## src/rtl/position_accumulator_if.sv

```systemverilog
// Bus bundle for the position accumulator: preset, delta handshake and position/status outputs.
interface position_accumulator_if #(
  parameter int WIDTH = 64
);
  logic             load;
  logic [WIDTH-1:0] load_val;
  logic             DV_in;
  logic [WIDTH-1:0] in_delta;
  logic             ready;
  logic             DV_out;
  logic [WIDTH-1:0] Position;
  logic             OVF;
  logic             MSB;

  modport master (
    output load, load_val, DV_in, in_delta,
    input  ready, DV_out, Position, OVF, MSB
  );

  modport slave (
    input  load, load_val, DV_in, in_delta,
    output ready, DV_out, Position, OVF, MSB
  );
endinterface

```

## src/rtl/position_accumulator.sv

```systemverilog
// Integrates signed deltas into an absolute position using a CHUNK-bit-per-cycle adder.
//   state | meaning
//   IDLE  | ready; accepts load (priority) or a delta
//   ADD   | one chunk added per cycle, full result committed on the last chunk
//   DONE  | DV_out pulse for the freshly committed Position
module position_accumulator #(
  parameter int WIDTH = 64,
  parameter int CHUNK = 16
) (
  input logic clk,
  input logic rst,
  position_accumulator_if.slave bus
);
  localparam int N     = WIDTH / CHUNK;
  localparam int IDX_W = (N > 1) ? $clog2(N) : 1;

  typedef enum logic [1:0] {IDLE, ADD, DONE} state_t;

  state_t             state_q, state_d;
  logic [WIDTH-1:0]   pos_q, pos_d;
  logic [WIDTH-1:0]   work_q, work_d;
  logic [WIDTH-1:0]   delta_q, delta_d;
  logic               carry_q, carry_d;
  logic [IDX_W-1:0]   idx_q, idx_d;
  logic               ovf_q, ovf_d;
  logic [CHUNK:0]     sum;
  logic               last_chunk;

  assign sum = {1'b0, work_q[idx_q*CHUNK +: CHUNK]}
             + {1'b0, delta_q[idx_q*CHUNK +: CHUNK]}
             + {{CHUNK{1'b0}}, carry_q};
  assign last_chunk = (idx_q == IDX_W'(N - 1));

  always_ff @(posedge clk or negedge rst) begin
    if (!rst) begin
      state_q <= IDLE;
      pos_q   <= '0;
      work_q  <= '0;
      delta_q <= '0;
      carry_q <= 1'b0;
      idx_q   <= '0;
      ovf_q   <= 1'b0;
    end else begin
      state_q <= state_d;
      pos_q   <= pos_d;
      work_q  <= work_d;
      delta_q <= delta_d;
      carry_q <= carry_d;
      idx_q   <= idx_d;
      ovf_q   <= ovf_d;
    end
  end

  always_comb begin
    state_d = state_q;
    pos_d   = pos_q;
    work_d  = work_q;
    delta_d = delta_q;
    carry_d = carry_q;
    idx_d   = idx_q;
    ovf_d   = ovf_q;
    case (state_q)
      IDLE: begin
        if (bus.load) begin
          pos_d = bus.load_val;
          ovf_d = 1'b0;
        end else if (bus.DV_in) begin
          delta_d = bus.in_delta;
          work_d  = pos_q;
          carry_d = 1'b0;
          idx_d   = '0;
          state_d = ADD;
        end
      end
      ADD: begin
        work_d[idx_q*CHUNK +: CHUNK] = sum[CHUNK-1:0];
        carry_d = sum[CHUNK];
        idx_d   = idx_q + IDX_W'(1);
        if (last_chunk) begin
          // Position stays untouched until now, so its sign is the pre-add sign.
          pos_d = work_d;
          if ((pos_q[WIDTH-1] == delta_q[WIDTH-1]) && (sum[CHUNK-1] != pos_q[WIDTH-1]))
            ovf_d = 1'b1;
          state_d = DONE;
        end
      end
      DONE:    state_d = IDLE;
      default: state_d = IDLE;
    endcase
  end

  assign bus.ready    = (state_q == IDLE);
  assign bus.DV_out   = (state_q == DONE);
  assign bus.Position = pos_q;
  assign bus.OVF      = ovf_q;
  assign bus.MSB      = pos_q[WIDTH-1];
endmodule
```

## src/flat_wrapper.sv

```systemverilog
// flat-port wrapper written by rule: the top's interface ports become plain ports
module position_accumulator_flat 
#(
  parameter int WIDTH = 64,
  parameter int CHUNK = 16
)
  (clk, rst, bus_load, bus_load_val, bus_DV_in, bus_in_delta, bus_ready, bus_DV_out, bus_Position, bus_OVF, bus_MSB);
  position_accumulator_if #(.WIDTH(WIDTH)) bus_i ();
  input logic clk;
  input logic rst;
  input wire logic [$bits(bus_i.load)-1:0] bus_load;
  input wire logic [$bits(bus_i.load_val)-1:0] bus_load_val;
  input wire logic [$bits(bus_i.DV_in)-1:0] bus_DV_in;
  input wire logic [$bits(bus_i.in_delta)-1:0] bus_in_delta;
  output wire logic [$bits(bus_i.ready)-1:0] bus_ready;
  output wire logic [$bits(bus_i.DV_out)-1:0] bus_DV_out;
  output wire logic [$bits(bus_i.Position)-1:0] bus_Position;
  output wire logic [$bits(bus_i.OVF)-1:0] bus_OVF;
  output wire logic [$bits(bus_i.MSB)-1:0] bus_MSB;
  assign bus_i.load = bus_load;
  assign bus_i.load_val = bus_load_val;
  assign bus_i.DV_in = bus_DV_in;
  assign bus_i.in_delta = bus_in_delta;
  assign bus_ready = bus_i.ready;
  assign bus_DV_out = bus_i.DV_out;
  assign bus_Position = bus_i.Position;
  assign bus_OVF = bus_i.OVF;
  assign bus_MSB = bus_i.MSB;
  position_accumulator #(.WIDTH(WIDTH), .CHUNK(CHUNK)) u_core (.clk(clk), .rst(rst), .bus(bus_i));
endmodule
```

## config.mk

```make
export PLATFORM = sky130hd
export DESIGN_NAME = position_accumulator_flat
export DESIGN_NICKNAME = d
export VERILOG_FILES = /design/src/rtl/position_accumulator_if.sv /design/src/rtl/position_accumulator.sv /design/src/flat_wrapper.sv
export SDC_FILE = /design/constraint.sdc
export NUM_CORES = 1
export LEC_CHECK = 0
export CORE_MARGIN = 2
export CORE_UTILIZATION = 57
export DETAILED_ROUTE_END_ITERATION = 12
export PLACE_DENSITY = 0.94
export SYNTH_ARGS = -nofsm -noshare
export SYNTH_HDL_FRONTEND = slang
export SYNTH_SLANG_ARGS = --single-unit
```

## constraint.sdc

```tcl
create_clock -name clk -period 9.2 [get_ports clk]
set_input_delay 1.38 -clock clk [delete_from_list [all_inputs] [get_ports clk]]
set_output_delay 1.38 -clock clk [all_outputs]
set_load 0.005 [all_outputs]
```

# --- Word-level counts from Yosys, hierarchy flattened ---
# Cells that the tools add are included.
op_classes:
  add_sub_neg: 4
  eq_ne: 10
  n_shift: 4
  mux: 21
  bitwise: 1
  reduce_logical: 8
ops:
  columns: ["cell", "count"]
  rows:
  - ["64-bit two-way mux", 4]
  - ["64-bit case mux with 2 select lines", 2]
  - ["64-bit by 7-bit variable part select with 16-bit output", 2]
  - ["64-bit bitwise mux", 1]
  - ["16-bit by 34-bit variable shift with 64-bit output, first input constant", 1]
  - ["16-bit by 34-bit variable part select with 64-bit output", 1]
  - ["6-bit negator with 34-bit output", 1]
  - ["16-bit by 16-bit adder with 17-bit output", 1]
  - ["17-bit by 1-bit adder with 17-bit output", 1]
  - ["3-bit AND reduction", 4]
  - ["2-bit two-way mux", 5]
  - ["2-bit case mux with 2 select lines", 2]
  - ["2-bit inequality test, second input constant", 3]
  - ["1-bit two-way mux", 5]
  - ["2-bit == test, second input constant", 2]
  - ["2-bit by 1-bit inequality test with 1-bit output, second input constant", 2]
  - ["1-bit case mux with 2 select lines", 2]
  - ["4-bit AND reduction", 1]
  - ["2-bit by 1-bit adder with 2-bit output, second input constant", 1]
  - ["2-bit by 1-bit == test with 1-bit output, second input constant", 1]
  - ["2-bit logical NOT", 1]
  - ["2-bit nonzero test", 1]
  - ["1-bit == test", 1]
  - ["1-bit logical AND", 1]
  - ["other kinds (2)", 2]
word_totals:
  reg_bits: 198
  input_bits: 132
  output_inout_bits: 68
  word_cells: 55

# --- Longest topological paths before layout ---
# Gate-level depths: netlist (run 1).
depth:
  ltp_word: 8
  mapped_depth: 12
  ltp_nobuf: 10

# --- Least setup slack after synthesis (run 1) ---
# OpenSTA, ideal clock, no wires.
synth_timing:
  kind: "register -> register"
  start: "reg u_core.idx_q[0]"
  end: "reg u_core.work_q[30]"
  setup_ps: 137
  arrival_time_ps: 3439
  required_time_ps: 9063
  setup_slack_ps: 5624
  path_stages_with_launch: 13
  n_path_buf: 2
  period_less_slack_ps: 3576
  cell_sequence: "dfrtp_1 -> buf_2 -> buf_2 -> mux4_2 -> fa_1 -> inv_1 -> fa_1 -> nor2b_1 -> o31ai_4 -> a2111oi_2 -> or3_1 -> a32oi_1 -> a21oi_1"
synth_via:
  elab_chain_cells: 6
  elab_cells_between_ends: 9
  classes_between: "add/sub: 3; shift: 4; mux: 2"
synth_rtl:
  columns: ["item", "line_no", "rtl"]
  rows:
  - ["from (decl)", "position_accumulator.sv:24", "logic [IDX_W-1:0] idx_q, idx_d;"]
  - ["from (signal assigned)", "position_accumulator.sv:49", "idx_q <= idx_d;"]
  - ["64-bit by 7-bit variable part select with 16-bit output (on tied branches)", "position_accumulator.sv:29, position_accumulator.sv:30", null]
  - ["16-bit by 16-bit adder with 17-bit output", "position_accumulator.sv:30", "+ {1'b0, delta_q[idx_q*CHUNK +: CHUNK]}"]
  - ["17-bit by 1-bit adder with 17-bit output", "position_accumulator.sv:31", "+ {{CHUNK{1'b0}}, carry_q};"]
  - ["16-bit by 34-bit variable part select with 64-bit output", "position_accumulator.sv:76", "work_d[idx_q*CHUNK +: CHUNK] = sum[CHUNK-1:0];"]
  - ["64-bit bitwise mux *", "position_accumulator.sv:76", null]
  - ["64-bit case mux with 2 select lines *", "position_accumulator.sv:62", "case (state_q)"]
  - ["to (signal assigned)", "position_accumulator.sv:46", "work_q <= work_d;"]
  - ["to (decl)", "position_accumulator.sv:21", "logic [WIDTH-1:0] work_q, work_d;"]
# Mark *: on every way between the ends. The rest lies on a longest branch, timed or not.
# A chain may end at the register's enable or synchronous reset.

# --- Worst setup path after layout (run 1) ---
layout_timing:
  start: "reg u_core.idx_q[0]"
  end: "reg u_core.pos_q[54] (netlist: u_core.bus.Position[54])"
layout_via:
  elab_chain_cells: 7
  elab_cells_between_ends: 13
  classes_between: "add/sub: 3; eq/ne: 2; shift: 4; mux: 3; reduce/logical: 1"
layout_rtl:
  columns: ["item", "line_no", "rtl"]
  rows:
  - ["64-bit by 7-bit variable part select with 16-bit output (on tied branches)", "position_accumulator.sv:29, position_accumulator.sv:30", null]
  - ["16-bit by 16-bit adder with 17-bit output", "position_accumulator.sv:30", null]
  - ["17-bit by 1-bit adder with 17-bit output", "position_accumulator.sv:31", null]
  - ["16-bit by 34-bit variable part select with 64-bit output", "position_accumulator.sv:76", null]
  - ["64-bit bitwise mux", "position_accumulator.sv:76", null]
  - ["64-bit two-way mux", "position_accumulator.sv:79", "if (last_chunk) begin"]
  - ["64-bit case mux with 2 select lines", "position_accumulator.sv:62", null]
  - ["to (signal assigned)", "position_accumulator.sv:45", "pos_q <= pos_d;"]
  - ["to (decl)", "position_accumulator.sv:20", "logic [WIDTH-1:0] pos_q, pos_d;"]
# Parallel ways exist; a longest one is shown, timed or not. The select of a mux whose other input is x is not followed.

==> reports/results.ini, run 1 <==
[finish]
final_area_um2 = 13400
layout_common_cells = 289 x nand2_1, 198 x clkdlybuf4s50_1, 197 x dfrtp_1, 94 x a21oi_1, 71 x nor2_1
nFillCells = 1329
syn_to_final_growth_pct = 25.6
final_common_cell = nand2_1
drive_above_1_share = 0.0787
antenna_cells = 0
final_util = 0.723
fin_nets = 1465

[timing]
rsz0062_at_grt = false
fin_setup_tns_ns = 0
whs_ns = 0.478
worst_pin_slew_ns = 1.26
setup_viol = 0
slew_headroom = 0.160
hold_viol_final = 0
skew_ns = 0.0149
drv_slew = 0
fmax_mhz = 226
period_needed_ns = 4.42
period_share = 0.481

[floorplan]
die-area_um2 = 19800
die_h_um = 141
coreArea_um2 = 18500
chipWidth_um = 141
pin_count = 200
rows = 50
start_util = 0.576

[cts]
cts_setup_buffers = 0
cts-root-buf = clkbuf_16
clk_latency_ns = 0.45
cts_resized = 0
holdBufCountCts = 0
clkSinkCount = 198
htreeDepth = 4
cts_buffers = 17
tritoncts = done
clkTransAtPathRegs_ns = 0.07
cts_buffer_depth = 2

[worst_setup_path]
worst_setup_path_end_kind = flip-flop
slowest_stage = dfrtp_2
crit_path_max_incr_delay_ns = 0.65
crit_path_max_fanout = 30
worstPathCellList = buf_4, mux4_2, fa_1, inv_1, fa_1, nor2b_1, o31ai_4, a21boi_0, o32ai_1, nand2_1, o21ai_0
crit_arrival_ns = 4.78
worstSetupPathType = flip-flop to flip-flop
cp.required_ns = 9.56
cp-start-kind = flip-flop
cp_common_cell = fa_1

[global_route]
grt_pass1_vias = 10200
grtUsageTotal = 0.359
grt_start_max_net_pins = 130
antenna_found_initial = 0
grt_first_pass_wirelength_um = 55400
grt_overflow_total = 0

[yosys]
ys_types = 72
synth_seq_cells = 198
ys_async_sr_fraction = 1.00
syn-num-nets = 1313
syn-cell-area_um2 = 10700
syn_area_per_cell_um2 = 9.21
syn_inst = 1158
synth_ff_type = dfrtp_1
synth_edf_count = 0
yosysWarnings = 0
yosysSeqAreaShare = 0.465

[power_and_ir_drop]
peakVddDrop_v = 0.000267
p_per_area_nw_per_um2 = 459
total_power_mw = 6.14
p_leak_nw = 5.87

[routing]
vias_per_cell = 6.79
num_vias = 10600
ant_nets = 0
drt-total-wl_um = 35500
dr.pass1.iters = 7
dr.first_iter.drc_count = 1753
routedWlPerCell_um = 22.8
drc_errors = 0

[flow_run]
max-cap-violations = 0

[min_path]
hold_class = flip-flop to flip-flop

[place]
dpl.hpwl_um = 24200
io_buffers = 199
placed_area_um2 = 12800
routabilityCongestion = 0.994

[status]
status = finished, final reports clean

==> metal layers <==
layer  GRT usage  share of wire  wire [µm]  up-vias
li1            -              -          -     4494
met1       0.471           0.36      12900     5069
met2       0.570           0.46      16500      841
met3      0.0961           0.13       4480      159
met4       0.148          0.047       1670        0
met5           0              0          0        -
==> layout make-up <==
cell class | count | area [µm²] | share of cell area
Clock inverter | 11 | 198 | 0.0148
Tap cell | 234 | 293 | 0.0219
Multi-Input combinational cell | 854 | 5310 | 0.396
Inverter | 27 | 101 | 0.00757
Sequential cell | 198 | 4960 | 0.370
Clock buffer | 19 | 443 | 0.0331
Timing Repair Buffer | 212 | 2090 | 0.156
==> worst max-delay path: cells and delay by family, from the launching register on <==
kind	cells	cell delay, ns
AO/OA/AOI/OAI	4	1.42
adder cells (fa/ha/maj)	2	0.71
buffers and inverters	2	0.65
AND/OR/NAND/NOR	2	0.25
multiplexers	1	0.64
flip-flops	1	0.65
==> where the power goes <==
group	internal, mW	total, mW	switching (mW)
combinational	1.45	3.61	2.16
sequential	1.29	1.69	0.401
clock	0.490	0.837	0.347
total	3.23	6.14	2.91
==> cells in the mapped netlist, types with 4 or more instances <==
master    instances  share of area
nand2_1         291           0.10
dfrtp_1         198           0.46
a21oi_1          94          0.044
nor2_1           73          0.026
clkbuf_1         57          0.020
o21ai_0          57          0.027
a22oi_1          32          0.023
mux4_2           32          0.068
o22ai_1          29          0.017
inv_1            23         0.0081
ha_1             21          0.025
a31oi_1          20          0.012
nand3_1          18         0.0084
and3_1           17          0.010
buf_2            16         0.0075
a21o_1           15          0.011
a211oi_1         14         0.0099
a32oi_1          13          0.011
or3_1             9         0.0053
a221oi_1          8         0.0066
o221ai_1          8         0.0066
nor2b_1           7         0.0041
nor3_1            6         0.0028
o21ai_1           6         0.0028
and2_1            5         0.0029
nand4_1           5         0.0029
o21a_1            5         0.0035
o221a_2           5         0.0053
o31ai_1           4         0.0028
o32ai_1           4         0.0033
==> path summary, 6_finish.rpt <==
| path | from | end | slack, ns | cells after the start |
|---|---|---|---|---|
| setup / recovery | u_core.idx_q[0] | u_core.bus.Position[54] | 4.78 | 11 |
| hold / removal | u_core.delta_q[62] | u_core.delta_q[62] | 0.48 | 2 |
| setup reg to reg | u_core.idx_q[0] | u_core.bus.Position[54] | 4.78 | 11 |
| hold reg to reg | u_core.delta_q[62] | u_core.delta_q[62] | 0.48 | 2 |
| max in group asynchronous | rst | u_core.delta_q[50] | 6.54 | 2 |
| min in group asynchronous | rst | u_core.bus.Position[22] | 1.12 | 1 |
==> per-stage QoR <==
step	setup slack, ns	cells
after floorplan	5.62	1158
after global placement	4.98	1525
after detailed placement	4.81	1525
after CTS	4.86	1555
after global routing	4.54	1555
final	4.78	1555
==> state kept, by name, indices dropped and copies added (netlist names) <==
signal,count
u_core.state_q,2
u_core.carry_q,1
u_core.delta_q,64
u_core.work_q,64
u_core.idx_q,2
u_core.bus.Position,64
u_core.bus.OVF,1
==> cell families (layout without fill, tap and decap cells) <==
group,after synthesis,in the layout,share of synthesized area
AND/OR/NAND/NOR,445,445,0.175
AO/OA/AOI/OAI,349,349,0.219
flip-flops,198,198,0.465
buffers and inverters,106,269,0.0399
XOR/XNOR,3,3,0.00317
multiplexers,34,34,0.0695
adder cells (fa/ha/maj),23,23,0.0284
Note: power is estimated with default switching activity, not from simulation.
==> run 2, diff against run 1 <==
--- a/config.mk
+++ b/config.mk
@@ -6,9 +6,9 @@
 export NUM_CORES = 1
 export LEC_CHECK = 0
 export CORE_MARGIN = 2
-export CORE_UTILIZATION = 57
+export CORE_UTILIZATION = 48
 export DETAILED_ROUTE_END_ITERATION = 12
-export PLACE_DENSITY = 0.94
+export PLACE_DENSITY = 0.85
 export SYNTH_ARGS = -nofsm -noshare
 export SYNTH_HDL_FRONTEND = slang
 export SYNTH_SLANG_ARGS = --single-unit
==> constraint.sdc (replaced) <==
create_clock -name clk -period 3.8 [get_ports clk]
set_input_delay 0.57 -clock clk [delete_from_list [all_inputs] [get_ports clk]]
set_output_delay 0.57 -clock clk [all_outputs]
set_load 0.005 [all_outputs]
==> run 2 against run 1 <==
  * Worst setup slack worse by 4.5 ns
  * Global-route usage is 5.3 points lower
  * Sequential share of layout area is 0.83 points lower
  * Clock-buffer cell count is 2 higher
  * Critical path depth is 2 lower
  * Sequential power is 140% higher
  * Fmax is 25% higher
  * Combinational power grew to 2.5 times the previous value
  * Die area is 18% higher
  * Clock skew is 0.0033 ns lower
  * Flip-flop and latch count stayed put
  * Cell area is 2.3% higher
  * Critical path type unchanged
  * Largest cell class unchanged
==> reports/results.ini, run 2 (synthesis results as in run 1) <==
[status]
status = finished, final reports clean

[finish]
syn_to_final_growth_pct = 28.4
nFillCells = 1771
drive_above_1_share = 0.103
layout_common_cells = 289 x nand2_1, 198 x clkdlybuf4s50_1, 197 x dfrtp_1, 94 x a21oi_1, 71 x nor2_1
final_util = 0.628
antenna_cells = 0
fin_nets = 1499
final_common_cell = nand2_1

[worst_setup_path]
cp.required_ns = 4.10
worstSetupPathType = flip-flop to flip-flop
cp-start-kind = flip-flop
crit_arrival_ns = 3.85
rrSetupSlack_ns = 0.25
reg2reg_to = u_core.bus.Position[30]
worst_setup_path_end_kind = flip-flop
r2r-start = u_core.idx_q[0]
r2r_cells = 9
crit_path_max_fanout = 12

[cts]
cts_resized = 0
cts_buffer_depth = 2
tritoncts = done
clkTransAtPathRegs_ns = 0.07
clkSinkCount = 198
cts_setup_buffers = 0
holdBufCountCts = 0
htreeDepth = 4
cts_buffers = 17
cts-root-buf = clkbuf_16
clk_latency_ns = 0.44

[routing]
drt-total-wl_um = 35700
num_vias = 10200
ant_nets = 0
vias_per_cell = 6.22
drc_errors = 0
dr.pass1.iters = 5
routedWlPerCell_um = 21.8
dr.first_iter.drc_count = 1170

[place]
dpl.hpwl_um = 25800
io_buffers = 199
preCtsSetupSlack_ns = 0.269
routabilityCongestion = 0.957

[floorplan]
pin_count = 200
start_util = 0.489
chipWidth_um = 153
die_h_um = 153
die-area_um2 = 23400
coreArea_um2 = 21800
rows = 54

[timing]
drv_slew = 0
fin_ws_ns = 0.253
rsz0062_at_grt = false
worst_pin_slew_ns = 0.953
fmax_mhz = 282
slew_headroom = 0.362
hold_viol_final = 0
fin_setup_tns_ns = 0
setup_viol = 0
skew_ns = 0.0116
period_share = 0.933
period_needed_ns = 3.55

[power_and_ir_drop]
p_per_area_nw_per_um2 = 1100
peakVddDrop_v = 0.000485
p_leak_nw = 6.04

[global_route]
antenna_found_initial = 0
grt_first_pass_wirelength_um = 56100
grt_start_max_net_pins = 94
grt_pass1_vias = 10100
grt_overflow_total = 0
grtUsageTotal = 0.305

[min_path]
hold_class = input port to async pin

[flow_run]
max-cap-violations = 0

## run 2: changes by cell type in the layout (fill, tap and decap cells not counted), moves of 2 or more
| cell | delta |
|---|---|
| buf_12 | +2 |
| buf_4 | +32 |
| bufinv_16 | -2 |
| clkinv_2 | +2 |
| clkinvlp_4 | -3 |
| inv_6 | +2 |
## run 2: final cells by class
cell class | count | area, µm² | area share
Clock buffer | 21 | 460 | 0.0336
Clock inverter | 10 | 143 | 0.0104
Inverter | 27 | 101 | 0.00740
Multi-Input combinational cell | 854 | 5310 | 0.388
Sequential cell | 198 | 4960 | 0.362
Tap cell | 280 | 350 | 0.0256
Timing Repair Buffer | 246 | 2370 | 0.173
## run 2: worst max-delay path, stage by stage, from the launching register on
cell and delay (ns):
dfrtp_2 0.51, buf_4 0.31, mux4_2 0.60, ha_1 0.37, nor2b_1 0.19, o31ai_4 0.37
a2111oi_2 0.14, or3_1 0.47, a32oi_1 0.33, a21oi_1 0.11
## run 2: worst max-delay path by stage
stage / startpoint / to / slack (ns) / cells after the start
floorplan: u_core.idx_q[0] / u_core.work_q[30] / 0.22 / 12
global placement: u_core.idx_q[0] / u_core.bus.Position[23] / 0.34 / 9
detailed placement: u_core.idx_q[0] / u_core.bus.Position[30] / 0.27 / 9
CTS: u_core.idx_q[0] / u_core.bus.Position[30] / 0.27 / 9
global route: u_core.idx_q[0] / u_core.bus.Position[62] / 0.07 / 9
finish: u_core.idx_q[0] / u_core.bus.Position[30] / 0.25 / 9
## run 2: per-stage QoR
step	std cells	hold WS, ns	power, mW	cell area [µm²]
2_1_floorplan	1158	0.274	9.46	10700
3_3_place_gp	1605	0.455	12.8	13100
3_5_place_dp	1605	0.460	13.0	13100
4_1_cts	1636	0.238	14.9	13700
5_1_grt	1636	0.270	16.0	13700
6_report	1636	0.208	15.1	13700
## run 2: power breakdown
part	internal [mW]	switching (mW)	total, mW
clock	1.08	0.825	1.90
combinational	3.78	5.40	9.18
sequential	3.13	0.869	4.00
total	7.99	7.09	15.1
## run 2: per-layer routing
layer	up-vias	track usage	share of wire
met5	-	0	0
li1	4557	-	-
met1	4898	0.406	0.39
met4	0	0.119	0.037
met3	104	0.0700	0.099
met2	623	0.490	0.47
